File: src/rtl/fetch_pkg.sv
// Shared types and constants for the program-counter / instruction-fetch stage.
package fetch_pkg;

    typedef enum logic [1:0] {
        RESET = 2'd0,
        REQ   = 2'd1,
        WAIT  = 2'd2,
        EXEC  = 2'd3
    } fetch_state_t;

    // Next-PC select driven by decode; anything other than PC_SEQ redirects.
    localparam logic [1:0] PC_SEQ    = 2'b00;
    localparam logic [1:0] PC_BRANCH = 2'b01;
    localparam logic [1:0] PC_JAL    = 2'b10;
    localparam logic [1:0] PC_JALR   = 2'b11;

    localparam logic [31:0] PC_STEP = 32'd4;

endpackage

File: src/rtl/pc_fetch_unit_if.sv
// Instruction-memory request/response channel: one valid/ready request, in-order responses.
interface pc_fetch_unit_if;

    logic        imem_req_valid;
    logic [31:0] imem_req_addr;
    logic        imem_req_ready;
    logic        imem_rsp_valid;
    logic [31:0] imem_rsp_data;

    modport master (
        output imem_req_valid,
        output imem_req_addr,
        input  imem_req_ready,
        input  imem_rsp_valid,
        input  imem_rsp_data
    );

    modport slave (
        input  imem_req_valid,
        input  imem_req_addr,
        output imem_req_ready,
        output imem_rsp_valid,
        output imem_rsp_data
    );

endinterface

File: src/rtl/Kogge_Stone.sv
// Parallel-prefix (Kogge-Stone) adder/subtractor; sub_en inverts b and injects a carry-in.
module Kogge_Stone #(
    parameter int unsigned WIDTH = 32
) (
    input  logic [WIDTH-1:0] a,
    input  logic [WIDTH-1:0] b,
    input  logic             sub_en,
    output logic [WIDTH-1:0] sum
);

    always_comb begin
        logic [WIDTH-1:0] bx;
        logic [WIDTH-1:0] p0;
        logic [WIDTH-1:0] g;
        logic [WIDTH-1:0] p;
        logic [WIDTH-1:0] g_nxt;
        logic [WIDTH-1:0] p_nxt;
        logic [WIDTH:0]   carry;

        bx = b ^ {WIDTH{sub_en}};
        g  = a & bx;
        p  = a ^ bx;
        p0 = p;
        // log2(WIDTH) prefix levels, span doubling each level
        for (int k = 0; (1 << k) < WIDTH; k++) begin
            g_nxt = g;
            p_nxt = p;
            for (int i = 0; i < WIDTH; i++) begin
                if (i >= (1 << k)) begin
                    g_nxt[i] = g[i] | (p[i] & g[i - (1 << k)]);
                    p_nxt[i] = p[i] & p[i - (1 << k)];
                end
            end
            g = g_nxt;
            p = p_nxt;
        end
        carry = {g | (p & {WIDTH{sub_en}}), sub_en};
        sum   = p0 ^ carry[WIDTH-1:0];
    end

endmodule

File: src/rtl/pc_fetch_unit.sv
// PC register and single-outstanding instruction fetch: RESET -> REQ -> WAIT -> EXEC -> REQ.
module pc_fetch_unit
    import fetch_pkg::*;
#(
    parameter logic [31:0] RESET_PC = 32'h0000_0000
) (
    input  logic                    clk,
    input  logic                    rst_n,
    input  logic [1:0]              pc_control,
    input  logic [31:0]             branch_target,
    input  logic                    stall,
    pc_fetch_unit_if.master         imem,
    output logic                    instr_valid,
    output logic [31:0]             instr,
    output logic [31:0]             pc_out,
    output logic [31:0]             pc_incremented_four,
    output logic                    misaligned_fault
);

    fetch_state_t state_q;
    logic [31:0]  pc_q;
    logic [31:0]  instr_q;
    logic         instr_valid_q;
    logic         req_valid_q;
    logic [31:0]  next_pc;
    logic         advance;
    logic         redirect;

    Kogge_Stone #(
        .WIDTH (32)
    ) u_pc_adder (
        .a      (pc_q),
        .b      (PC_STEP),
        .sub_en (1'b0),
        .sum    (pc_incremented_four)
    );

    assign advance  = (state_q == EXEC) && !stall;
    assign redirect = (pc_control != PC_SEQ);

    always_comb begin
        next_pc = pc_incremented_four;
        if (redirect) begin
            next_pc = {branch_target[31:2], 2'b00};
        end
    end

    always_ff @(posedge clk or negedge rst_n) begin
        if (!rst_n) begin
            state_q       <= RESET;
            pc_q          <= RESET_PC;
            instr_q       <= 32'h0;
            instr_valid_q <= 1'b0;
            req_valid_q   <= 1'b0;
        end else begin
            case (state_q)
                RESET: begin
                    state_q     <= REQ;
                    req_valid_q <= 1'b1;
                end
                REQ: begin
                    if (imem.imem_req_ready) begin
                        state_q     <= WAIT;
                        req_valid_q <= 1'b0;
                    end
                end
                WAIT: begin
                    if (imem.imem_rsp_valid) begin
                        instr_q       <= imem.imem_rsp_data;
                        instr_valid_q <= 1'b1;
                        state_q       <= EXEC;
                    end
                end
                EXEC: begin
                    if (advance) begin
                        pc_q          <= next_pc;
                        instr_valid_q <= 1'b0;
                        req_valid_q   <= 1'b1;
                        state_q       <= REQ;
                    end
                end
                default: begin
                    state_q     <= RESET;
                    req_valid_q <= 1'b0;
                end
            endcase
        end
    end

    assign imem.imem_req_valid = req_valid_q;
    assign imem.imem_req_addr  = pc_q;
    assign pc_out              = pc_q;
    assign instr               = instr_q;
    assign instr_valid         = instr_valid_q;
    // Reported in the redirect cycle itself so decode can trap the offending instruction.
    assign misaligned_fault    = advance && redirect && (branch_target[1:0] != 2'b00);

endmodule

File: src/flat_wrapper.sv
// flat-port wrapper written by rule: the top's interface ports become plain ports
module pc_fetch_unit_flat import fetch_pkg::*;
#(
    parameter logic [31:0] RESET_PC = 32'h0000_0000
)
  (clk, rst_n, pc_control, branch_target, stall, instr_valid, instr, pc_out, pc_incremented_four, misaligned_fault, imem_imem_req_valid, imem_imem_req_addr, imem_imem_req_ready, imem_imem_rsp_valid, imem_imem_rsp_data);
  pc_fetch_unit_if imem_i ();
  input  logic clk;
  input  logic rst_n;
  input  logic [1:0] pc_control;
  input  logic [31:0] branch_target;
  input  logic stall;
  output logic instr_valid;
  output logic [31:0] instr;
  output logic [31:0] pc_out;
  output logic [31:0] pc_incremented_four;
  output logic misaligned_fault;
  output wire logic [$bits(imem_i.imem_req_valid)-1:0] imem_imem_req_valid;
  output wire logic [$bits(imem_i.imem_req_addr)-1:0] imem_imem_req_addr;
  input wire logic [$bits(imem_i.imem_req_ready)-1:0] imem_imem_req_ready;
  input wire logic [$bits(imem_i.imem_rsp_valid)-1:0] imem_imem_rsp_valid;
  input wire logic [$bits(imem_i.imem_rsp_data)-1:0] imem_imem_rsp_data;
  assign imem_imem_req_valid = imem_i.imem_req_valid;
  assign imem_imem_req_addr = imem_i.imem_req_addr;
  assign imem_i.imem_req_ready = imem_imem_req_ready;
  assign imem_i.imem_rsp_valid = imem_imem_rsp_valid;
  assign imem_i.imem_rsp_data = imem_imem_rsp_data;
  pc_fetch_unit #(.RESET_PC(RESET_PC)) u_core (.clk(clk), .rst_n(rst_n), .pc_control(pc_control), .branch_target(branch_target), .stall(stall), .imem(imem_i), .instr_valid(instr_valid), .instr(instr), .pc_out(pc_out), .pc_incremented_four(pc_incremented_four), .misaligned_fault(misaligned_fault));
endmodule
File: config.mk
export PLATFORM = sky130hd
export DESIGN_NAME = pc_fetch_unit_flat
export DESIGN_NICKNAME = d
export VERILOG_FILES = /design/src/rtl/fetch_pkg.sv /design/src/rtl/pc_fetch_unit_if.sv /design/src/rtl/Kogge_Stone.sv /design/src/rtl/pc_fetch_unit.sv /design/src/flat_wrapper.sv
export SDC_FILE = /design/constraint.sdc
export NUM_CORES = 1
export LEC_CHECK = 0
export BUFFER_PORTS_ARGS = -buffer_cell sky130_fd_sc_hd__buf_2
export CORE_MARGIN = 1.5
export CORE_UTILIZATION = 41
export CTS_CLUSTER_SIZE = 16
export DETAILED_ROUTE_END_ITERATION = 16
export GPL_TIMING_DRIVEN = 0
export PLACE_DENSITY_LB_ADDON = 0.15
export SKIP_CTS_REPAIR_TIMING = 1
export SKIP_LAST_GASP = 1
export SLEW_MARGIN = 30
export SYNTH_ARGS = -nofsm -noshare
export SYNTH_HDL_FRONTEND = slang
export SYNTH_SLANG_ARGS = --single-unit
File: constraint.sdc
create_clock -name clk -period 1.9 [get_ports clk]
set_clock_uncertainty 0.05 [all_clocks]
set_input_delay 0.38 -clock clk [delete_from_list [all_inputs] [get_ports clk]]
set_output_delay 0.38 -clock clk [all_outputs]
set_load 0.02 [all_outputs]
==> impl_metrics.ini, run 1 <==
[status]
status = finished, violations left
violations = setup timing

[clock_network]
cts.sinks = 66
cts_tree = built
ctsRootBufferMaster = clkbuf_8
htreeDepth = 3
max-clock-path-buffers = 2
clk_pin_slew_ns = 0.08
cts_buffers = 9
worstSkewPairLatency_ns = 0.34

[critical_path]
rr_startpoint = u_core.imem.imem_req_addr[3]
critPathLaunch = u_core.imem.imem_req_addr[9]
worstPathRequired_ns = 1.47
worstPathArrival_ns = 2.08
crit_path_max_fanout = 7
crit_type = register to output port
cp-start-kind = register
end_kind = output port

[sta]
hold_slack_ns = 0.204
final.period_utilization_pct = 132
tightest_slew_ns = 0.586
rsz0062_at_grt = true
hold_violations = 0
layout_setup_ws_ns = -0.607
period_minus_slack_ns = 2.51
setup_viol = 31
fmax_mhz = 399
setup_tns_ns = -11.51
maxSlewHeadroom_pct = 60.9
slew_viol_final = 0

[floorplanning]
core_sq_mm = 0.00915
initial_core_util_pct = 41.9
pin_count = 202
dieArea_sq_mm = 0.00993
die_height_um = 99.7
die_w_um = 99.7
rows = 35

[global_route]
grt_max_degree = 35
grt_first_pass_wirelength_mm = 16.7
grt_pass1_vias = 3330
overflow = 0
grtUsageTotal_pct = 21.3
antenna_found_initial = 0

[synthesis]
synth_flop_cell = dfrtp_1
synth.avg_cell_area_sq_um = 9.80
yosys.area_share.simple_pct = 15.3
ys_warn_count = 0
synth_compound_area_share_pct = 13.5
ys_ff_latch = 66
synthMuxAreaShare_pct = 9.67
synthArstFlopShare_pct = 100
ys_types = 49
syn_area_sq_mm = 0.00383
synthXorXnorAreaFrac_pct = 6.40
synth_top_family_by_area = simple AND/OR/NAND/NOR gates
synth_edf_count = 0
postSynthCellCount = 391
yosysSeqAreaShare_pct = 43.1
synthAdderAreaFrac_pct = 1.63

[power_and_ir_drop]
design_power_total_w = 0.0111
power.density_mw_per_mm2 = 1800
irDropWorstVdd_v = 0.000976
intPower_w = 0.00604
leakage_nw = 2.99
power_switching_share_pct = 45.8
p_clk_share_pct = 11.0
p_sw_w = 0.00511
p_seq_share_pct = 26.1
p_comb_share_pct = 62.9

[placement]
place_ws_ns = -0.605
portBuffers = 195
gp_congestion = 0.846
dp_hpwl_mm = 8.23
placed_cells = 703

[final_layout]
synthToLayoutAreaGrowth_pct = 62.0
final_cell_mix = buf_2, buf_4, dfrtp_1
drive_above_1_share_pct = 64.6
fillers = 797
antenna_cells = 0
fin_cells = 781
final_common_cell = buf_2
fin_nets = 741

[routing]
avgViaCountPerCell = 5.11
dr_total_vias = 3993
drt_iter0_drc = 175
dr.pass1.iters = 5
detail-route-antenna-nets = 0
routed_wl_mm = 11.8
routedWlPerCell_um = 15.1
drc_errors = 0

[min_path]
hold_path.startpoint = imem_imem_rsp_data[13]
hold_path.class = input port to register

[run]
max_cap_viol_count = 0
cell families after synthesis:
logic type | count (synthesis)
adders and majority gates | 5
and+or+nand+nor | 115
muxes | 33
other | 1
buffers and inverters | 64
xor gates and xnor gates | 28
DFF | 66
AOI/OAI and AO/OA | 79
area by class of cell:
type	count	area [sq um]	area share, %
Buffer	56	400	6.45
Tap cell	111	139	2.24
Multi-Input combinational cell	266	2210	35.6
Clock inverter	7	77.6	1.25
Clock buffer	9	124	2.00
Inverter	6	22.5	0.363
Timing Repair Buffer	260	1560	25.1
Sequential cell	66	1680	27.1
per-layer routing:
metal | vias up | share of wire [%] | GRT usage [%]
met2 | 163 | 50 | 34.7
met5 | - | 0 | 0
li1 | 1896 | - | -
met3 | 20 | 6.4 | 4.29
met4 | 0 | 2.0 | 7.69
met1 | 1914 | 41 | 28.0
path summary, 6_finish.rpt:
path | to | slack (ns) | cells past startpoint
max | pc_incremented_four[29] | -0.61 | 7
min | u_core.instr[13] | 0.20 | 2
max reg2reg | u_core.imem.imem_req_addr[26] | -0.12 | 8
min reg2reg | u_core.instr[12] | 0.45 | 1
max in group asynchronous | u_core.imem.imem_req_addr[14] | 0.75 | 3
min in group asynchronous | u_core.instr[14] | 0.48 | 2
cells in the mapped netlist (5+ instances only):
cell	instances	area (sq um)
a21oi_1	19	95.1
a22oi_1	13	97.6
a2bb2oi_1	8	70.1
buf_4	36	270
clkbuf_1	16	60.1
dfrtp_1	66	1650
ha_1	5	62.6
inv_1	6	22.5
mux2_2	32	360
nand2_1	35	131
nand3_1	25	125
nand4_1	7	43.8
nor2_1	19	71.3
o21ai_0	15	75.1
o22ai_1	8	50.1
o311ai_0	5	43.8
xnor2_1	20	175
xor2_1	8	70.1
power groups by stage:
| stage | logic [W] | registers [W] | clock network, W |
|---|---|---|---|
| after floorplan | 0.00320 | 0.00375 | 0 |
| after global placement | 0.00572 | 0.00299 | 0 |
| after detailed placement | 0.00579 | 0.00304 | 0 |
| after CTS | 0.00581 | 0.00302 | 0.00126 |
| after global routing | 0.00748 | 0.00304 | 0.00131 |
| final | 0.00701 | 0.00291 | 0.00122 |
critical path: stages (launching register included):
cell and delay (ns):
dfrtp_2 0.37, clkbuf_8 0.15, and3_4 0.20, nand4_4 0.12, or3_4 0.43, nor2_4 0.18, xor2_4 0.15, buf_6 0.13
through the flow:
| step | utilization [%] | area, sq um |
|---|---|---|
| 6_report | 67.8 | 6210 |
| 5_1_grt | 67.8 | 6210 |
| 4_1_cts | 59.2 | 5420 |
| 3_5_place_dp | 57.0 | 5220 |
| 3_3_place_gp | 56.8 | 5200 |
| 2_1_floorplan | - | 4080 |
flip-flops by register name, indices dropped and copies added (netlist names):
name                        flops
u_core.instr_valid              1
u_core.imem.imem_req_addr      30
u_core.instr                   32
u_core.imem.imem_req_valid      1
u_core.state_q                  2
(Power assumes the default switching activity.)
==> run 2, diff against run 1 <==
--- a/config.mk
+++ b/config.mk
@@ -17,4 +17,5 @@
 export SLEW_MARGIN = 30
 export SYNTH_ARGS = -nofsm -noshare
 export SYNTH_HDL_FRONTEND = slang
+export SYNTH_HIERARCHICAL = 1
 export SYNTH_SLANG_ARGS = --single-unit
==> run 2 against run 1 <==
The flow still finishes with violations (setup timing). Die area increased by 39%. Via count increased by 20%. Non-clock buffer count decreased by 32. Design area increased by 30%. Register-to-register slack got worse by 0.55 ns. Final cell count increased by 26%. Setup slack got worse by 0.53 ns. Sequential power decreased by 3%. Largest cell class unchanged. Highest routed layer is now met5.
==> impl_metrics.ini, run 2 <==
[status]
status = finished, violations left
violations = setup timing

[final_layout]
post-route-util_pct = 63.4
stdcell_area_sq_mm = 0.00807
fin_cells = 986
final_cell_mix = buf_2, buf_4, dfrtp_1
final_common_cell = buf_2
fillers = 1080
multi_input_area_sq_mm = 0.00402
regArea_sq_mm = 0.00171
fin_nets = 919
synthToLayoutAreaGrowth_pct = 50.2
antenna_cells = 0
drive_above_1_share_pct = 52.0

[floorplanning]
initial_core_util_pct = 42.2
die_height_um = 117
dieArea_sq_mm = 0.0138
core_sq_mm = 0.0127
pin_count = 202
die_w_um = 117
rows = 41

[critical_path]
cp_cell_sequence = ha_4, a21oi_4, nand2_2, a221oi_4, o21ai_4, a211oi_4, buf_6, o311ai_4, xnor2_2, buf_4
cpMaxStageDelayCell = dfrtp_2
reg2reg_setup_slack_ns = -0.67
worstPathRequired_ns = 1.47
worstPathArrival_ns = 2.61
slowest_delay_ns = 0.42
cp-start-kind = register
crit_type = register to output port
crit_path_max_fanout = 4
end_kind = output port

[power_and_ir_drop]
power.density_mw_per_mm2 = 2210
leakage_nw = 4.28
design_power_total_w = 0.0178
irDropWorstVdd_v = 0.00114

[min_path]
hold_path.class = input port to register

[synthesis]
synth_top_area_share_pct = 31.7
ys_types = 58
synthArstFlopShare_pct = 100
synth.avg_cell_area_sq_um = 10.0
synth_area_leaders = dfrtp_1, ha_1, mux2_4
ys_ff_latch = 68
yosysTopAreaCell = dfrtp_1
yosysSeqAreaShare_pct = 31.7
yosysMostFrequentCell = dfrtp_1
syn_area_sq_mm = 0.00537
synth_commonest_cells = dfrtp_1, nand2_1, xor2_1
synth_edf_count = 0
synth_flop_cell = dfrtp_1
postSynthCellCount = 536
ys_warn_count = 6

[clock_network]
max-clock-path-buffers = 2
worstSkewPairLatency_ns = 0.34
clk_pin_slew_ns = 0.06
htreeDepth = 3
cts_tree = built
ctsRootBufferMaster = clkbuf_16
cts.sinks = 68
cts_buffers = 9

[placement]
place_area_sq_mm = 0.00701
dp_hpwl_mm = 11.0
portBuffers = 201
placed_cells = 942
gp_congestion = 0.840

[global_route]
grtUsageTotal_pct = 20.5
grt_max_degree = 50
overflow = 0
grt_pass1_vias = 4516
grt_first_pass_wirelength_mm = 22.7
antenna_found_initial = 1

[routing]
routedWlPerCell_um = 15.0
dr_total_vias = 4792
detail-route-antenna-nets = 0
drc_errors = 0
dr.pass1.iters = 4
drt_iter0_drc = 155
routed_wl_mm = 14.8
avgViaCountPerCell = 4.86

[sta]
final.period_utilization_pct = 160
layout_setup_ws_ns = -1.14
fmax_mhz = 329
hold_slack_ns = 0.219
period_minus_slack_ns = 3.04
slew_viol_final = 0
rsz0062_at_grt = true
setup_viol = 56
hold_violations = 0

[run]
max_cap_viol_count = 0
-- run 2: changes by cell type after synthesis, sizes merged, moves of 12 or more --
cell | previous run | this run
a21o | 0 | 18
a22oi | 13 | 0
o21ai | 15 | 48
mux2i | 1 | 33
a21oi | 19 | 35
xor2 | 8 | 45
ha | 5 | 39
nand2 | 35 | 56
nand3 | 26 | 5
clkbuf | 17 | 5
-- run 2: kinds of logic after synthesis --
kind of cell,count (synthesis),share of synthesized area (%)
AOI/OAI and AO/OA,127,16.3
xor gates and xnor gates,64,10.4
adders and majority gates,39,9.09
buffers and inverters,60,7.69
DFF,68,31.7
muxes,65,14.9
other,2,0.140
and+or+nand+nor,111,9.79
-- run 2: worst paths after layout --
kind / from / endpoint / depth (start not counted)
worst max-delay path: u_core/imem.imem_req_addr[3] / pc_incremented_four[31] / 10
worst min register to register: u_core/instr[27] / u_core/instr[27] / 1
min in group asynchronous: rst_n / u_core/imem.imem_req_addr[7] / 2
max in group asynchronous: rst_n / u_core/imem.imem_req_addr[1] / 3
worst min-delay path: imem_imem_rsp_data[10] / u_core/instr[10] / 2
worst max register to register: u_core/imem.imem_req_addr[3] / u_core/imem.imem_req_addr[24] / 12
-- run 2: where the power goes --
part / switching (W) / internal [W]
combinational: 0.00709 / 0.00630
sequential: 0.000642 / 0.00219
clock: 0.000719 / 0.000900
-- run 2: layout make-up --
type	count	area share, %
flip-flops and latches	68	21.3
clock buffers	9	2.79
repair buffers	234	17.8
well taps	172	2.67
clock inverters	7	0.683
multi-input cells	440	49.9
inverters	6	0.279
plain buffers	50	4.65
-- run 2: routing by layer --
layer | GRT usage, % | vias to the layer above | routed length (um)
met5 | 0 | - | 12
met4 | 7.33 | 2 | 174
met3 | 3.89 | 14 | 768
met2 | 33.1 | 145 | 7250
met1 | 27.3 | 2266 | 6590
li1 | - | 2365 | -
-- run 2: worst max-delay path, delay by kind of cell, from the launching register on --
kind,cells,cell delay [ns]
flops,1,0.42
buf+inv,2,0.33
fa+ha+maj,1,0.25
xor+xnor,1,0.20
simple gates,1,0.09
compound gates,5,0.98
-- run 2: metrics by stage --
stage,setup TNS [ns],setup WS (ns)
after detailed placement,-26.41,-1.01
after global placement,-25.40,-0.980
after floorplan,-21.27,-0.687
after global routing,-39.45,-1.22
final,-35.59,-1.14
after CTS,-38.01,-1.40
==> run 3, diff against run 2 <==
--- a/config.mk
+++ b/config.mk
@@ -8,6 +8,7 @@
 export BUFFER_PORTS_ARGS = -buffer_cell sky130_fd_sc_hd__buf_2
 export CORE_MARGIN = 1.5
 export CORE_UTILIZATION = 41
+export CTS_BUF_LIST = sky130_fd_sc_hd__clkbuf_8
 export CTS_CLUSTER_SIZE = 16
 export DETAILED_ROUTE_END_ITERATION = 16
 export GPL_TIMING_DRIVEN = 0
@@ -19,3 +20,4 @@
 export SYNTH_HDL_FRONTEND = slang
 export SYNTH_HIERARCHICAL = 1
 export SYNTH_SLANG_ARGS = --single-unit
+export TNS_END_PERCENT = 10
==> run 3 against run 2 <==
The run still ends with setup timing left. Sequential cell count is the same. Core utilization shrank 6.3 points. Wire length shrank 4.5%. First-iteration DRC count shrank 9.0%. Sequential share of layout area grew 2.2 points. Power shrank 15%. Global-route usage grew 0.088 points. Design area shrank 9.9%. Register-to-register slack is essentially flat. Worst hold slack lost 0.038 ns. Die area is the same.
==> impl_metrics.ini, run 3 (same netlist as run 2, synthesis figures left out) <==
[status]
status = finished, violations left
violations = setup timing

[critical_path]
rr_startpoint = u_core/imem.imem_req_addr[3]
crit_type = register to output port
crit_path_end = pc_incremented_four[31]
crit_path_max_fanout = 4
end_kind = output port
critPathLaunch = u_core/imem.imem_req_addr[3]
r2r_cells = 12
r2r_end = u_core/imem.imem_req_addr[27]
reg2reg_setup_slack_ns = -0.66
cp-start-kind = register
worstPathArrival_ns = 2.63
worstPathRequired_ns = 1.47

[routing]
avgViaCountPerCell = 4.86
dr_total_vias = 4720
detail-route-antenna-nets = 0
routed_wl_mm = 14.1
dr.pass1.iters = 4
drc_errors = 0
drt_iter0_drc = 141
routedWlPerCell_um = 14.5

[power_and_ir_drop]
p_comb_share_pct = 73.0
p_clk_share_pct = 8.6
intPower_w = 0.00746
power.density_mw_per_mm2 = 2080
power_switching_share_pct = 50.7
leakage_nw = 3.98
irDropWorstVdd_v = 0.000908
p_sw_w = 0.00768
p_seq_share_pct = 18.3

[clock_network]
clk_pin_slew_ns = 0.09
htreeDepth = 3
max-clock-path-buffers = 2
cts_buffers = 9
cts.sinks = 68
ctsRootBufferMaster = clkbuf_8
cts_tree = built
worstSkewPairLatency_ns = 0.38

[run]
max_cap_viol_count = 0

[placement]
gp_congestion = 0.882
portBuffers = 201
dp_hpwl_mm = 10.8

[min_path]
hold_path.class = input port to register
hold_path.startpoint = imem_imem_rsp_data[15]

[sta]
setup_tns_ns = -35.87
setup_viol = 59
layout_setup_ws_ns = -1.16
rsz0062_at_grt = true
period_minus_slack_ns = 3.06
final.period_utilization_pct = 161
hold_violations = 0
slew_viol_final = 0
fmax_mhz = 326

[final_layout]
fin_nets = 905
final_cell_mix = buf_2, dfrtp_1, buf_4, nand2_1, xor2_1
drive_above_1_share_pct = 44.4
final_common_cell = buf_2
synthToLayoutAreaGrowth_pct = 35.3
regArea_sq_mm = 0.00170
fillers = 1210
multi_input_area_sq_mm = 0.00356
antenna_cells = 0
post-route-util_pct = 57.1

[global_route]
grt_first_pass_wirelength_mm = 22.8
grtUsageTotal_pct = 20.6
antenna_found_initial = 1
overflow = 0
grt_max_degree = 47
grt_pass1_vias = 4540

[floorplanning]
core_sq_mm = 0.0127
die_height_um = 117
die_w_um = 117
initial_core_util_pct = 42.2
rows = 41
pin_count = 202
dieArea_sq_mm = 0.0138
run 3: changes by cell type in the layout (fill, tap and decap cells not counted), sizes merged:
cell      before  now
clkinvlp       2    1
clkinv         1    2
clkbuf        10   12
inv           10    9
bufinv         0    1
buf          282  266
run 3: cell type report:
type	count	share of cell area (%)
Buffer	52	5.27
Clock buffer	9	1.70
Clock inverter	7	1.12
Inverter	6	0.310
Multi-Input combinational cell	440	49.0
Sequential cell	68	23.4
Tap cell	172	2.96
Timing Repair Buffer	218	16.2
run 3: per-stage QoR:
step / worst slack [ns] / hold slack (ns) / cell area [sq um] / cells / power, W
floorplan: -0.689 / 0.0344 / 5610 / 568 / 0.0103
global placement: -1.01 / 0.437 / 6830 / 941 / 0.0130
detailed placement: -1.05 / 0.265 / 6860 / 942 / 0.0132
CTS: -1.46 / -0.151 / 7070 / 958 / 0.0145
global route: -1.31 / 0.161 / 7270 / 972 / 0.0162
finish: -1.16 / 0.181 / 7270 / 972 / 0.0151
run 3: worst max-delay path, cell delays in order, from the launching register on:
cell and delay (ns):
dfrtp_2 0.43, ha_4 0.24, a21oi_2 0.13, nand2_1 0.10, a221oi_4 0.37, o21ai_4 0.14, a211oi_4 0.22, buf_6 0.16
o311ai_4 0.10, xnor2_2 0.21, buf_4 0.17
run 3: how the worst min path moves through the flow:
stage / to / depth (start not counted) / slack, ns
finish: u_core/instr[15] / 2 / 0.18
global route: u_core/instr[15] / 2 / 0.16
detailed placement: u_core/imem.imem_req_addr[7] / 1 / 0.26
floorplan: u_core/imem.imem_req_addr[0] / 0 / 0.03
CTS: u_core/imem.imem_req_addr[7] / 1 / -0.15
global placement: u_core/instr[0] / 1 / 0.44
run 3: power by group through the flow:
stage	combinational [W]	sequential, W	clock (W)
global placement	0.0102	0.00278	0
detailed placement	0.0103	0.00281	0
global route	0.0119	0.00290	0.00142
finish	0.0111	0.00278	0.00131
floorplan	0.00677	0.00357	0
CTS	0.0104	0.00279	0.00134
run 3: metal layers:
metal	global-route usage (%)	vias to the layer above	wire [um]	share of wire (%)
met5	0	-	12	0.085
met4	7.25	2	207	1.5
met3	4.62	17	829	5.9
met2	34.3	134	6890	49
met1	26.2	2239	6190	44
li1	-	2328	-	-
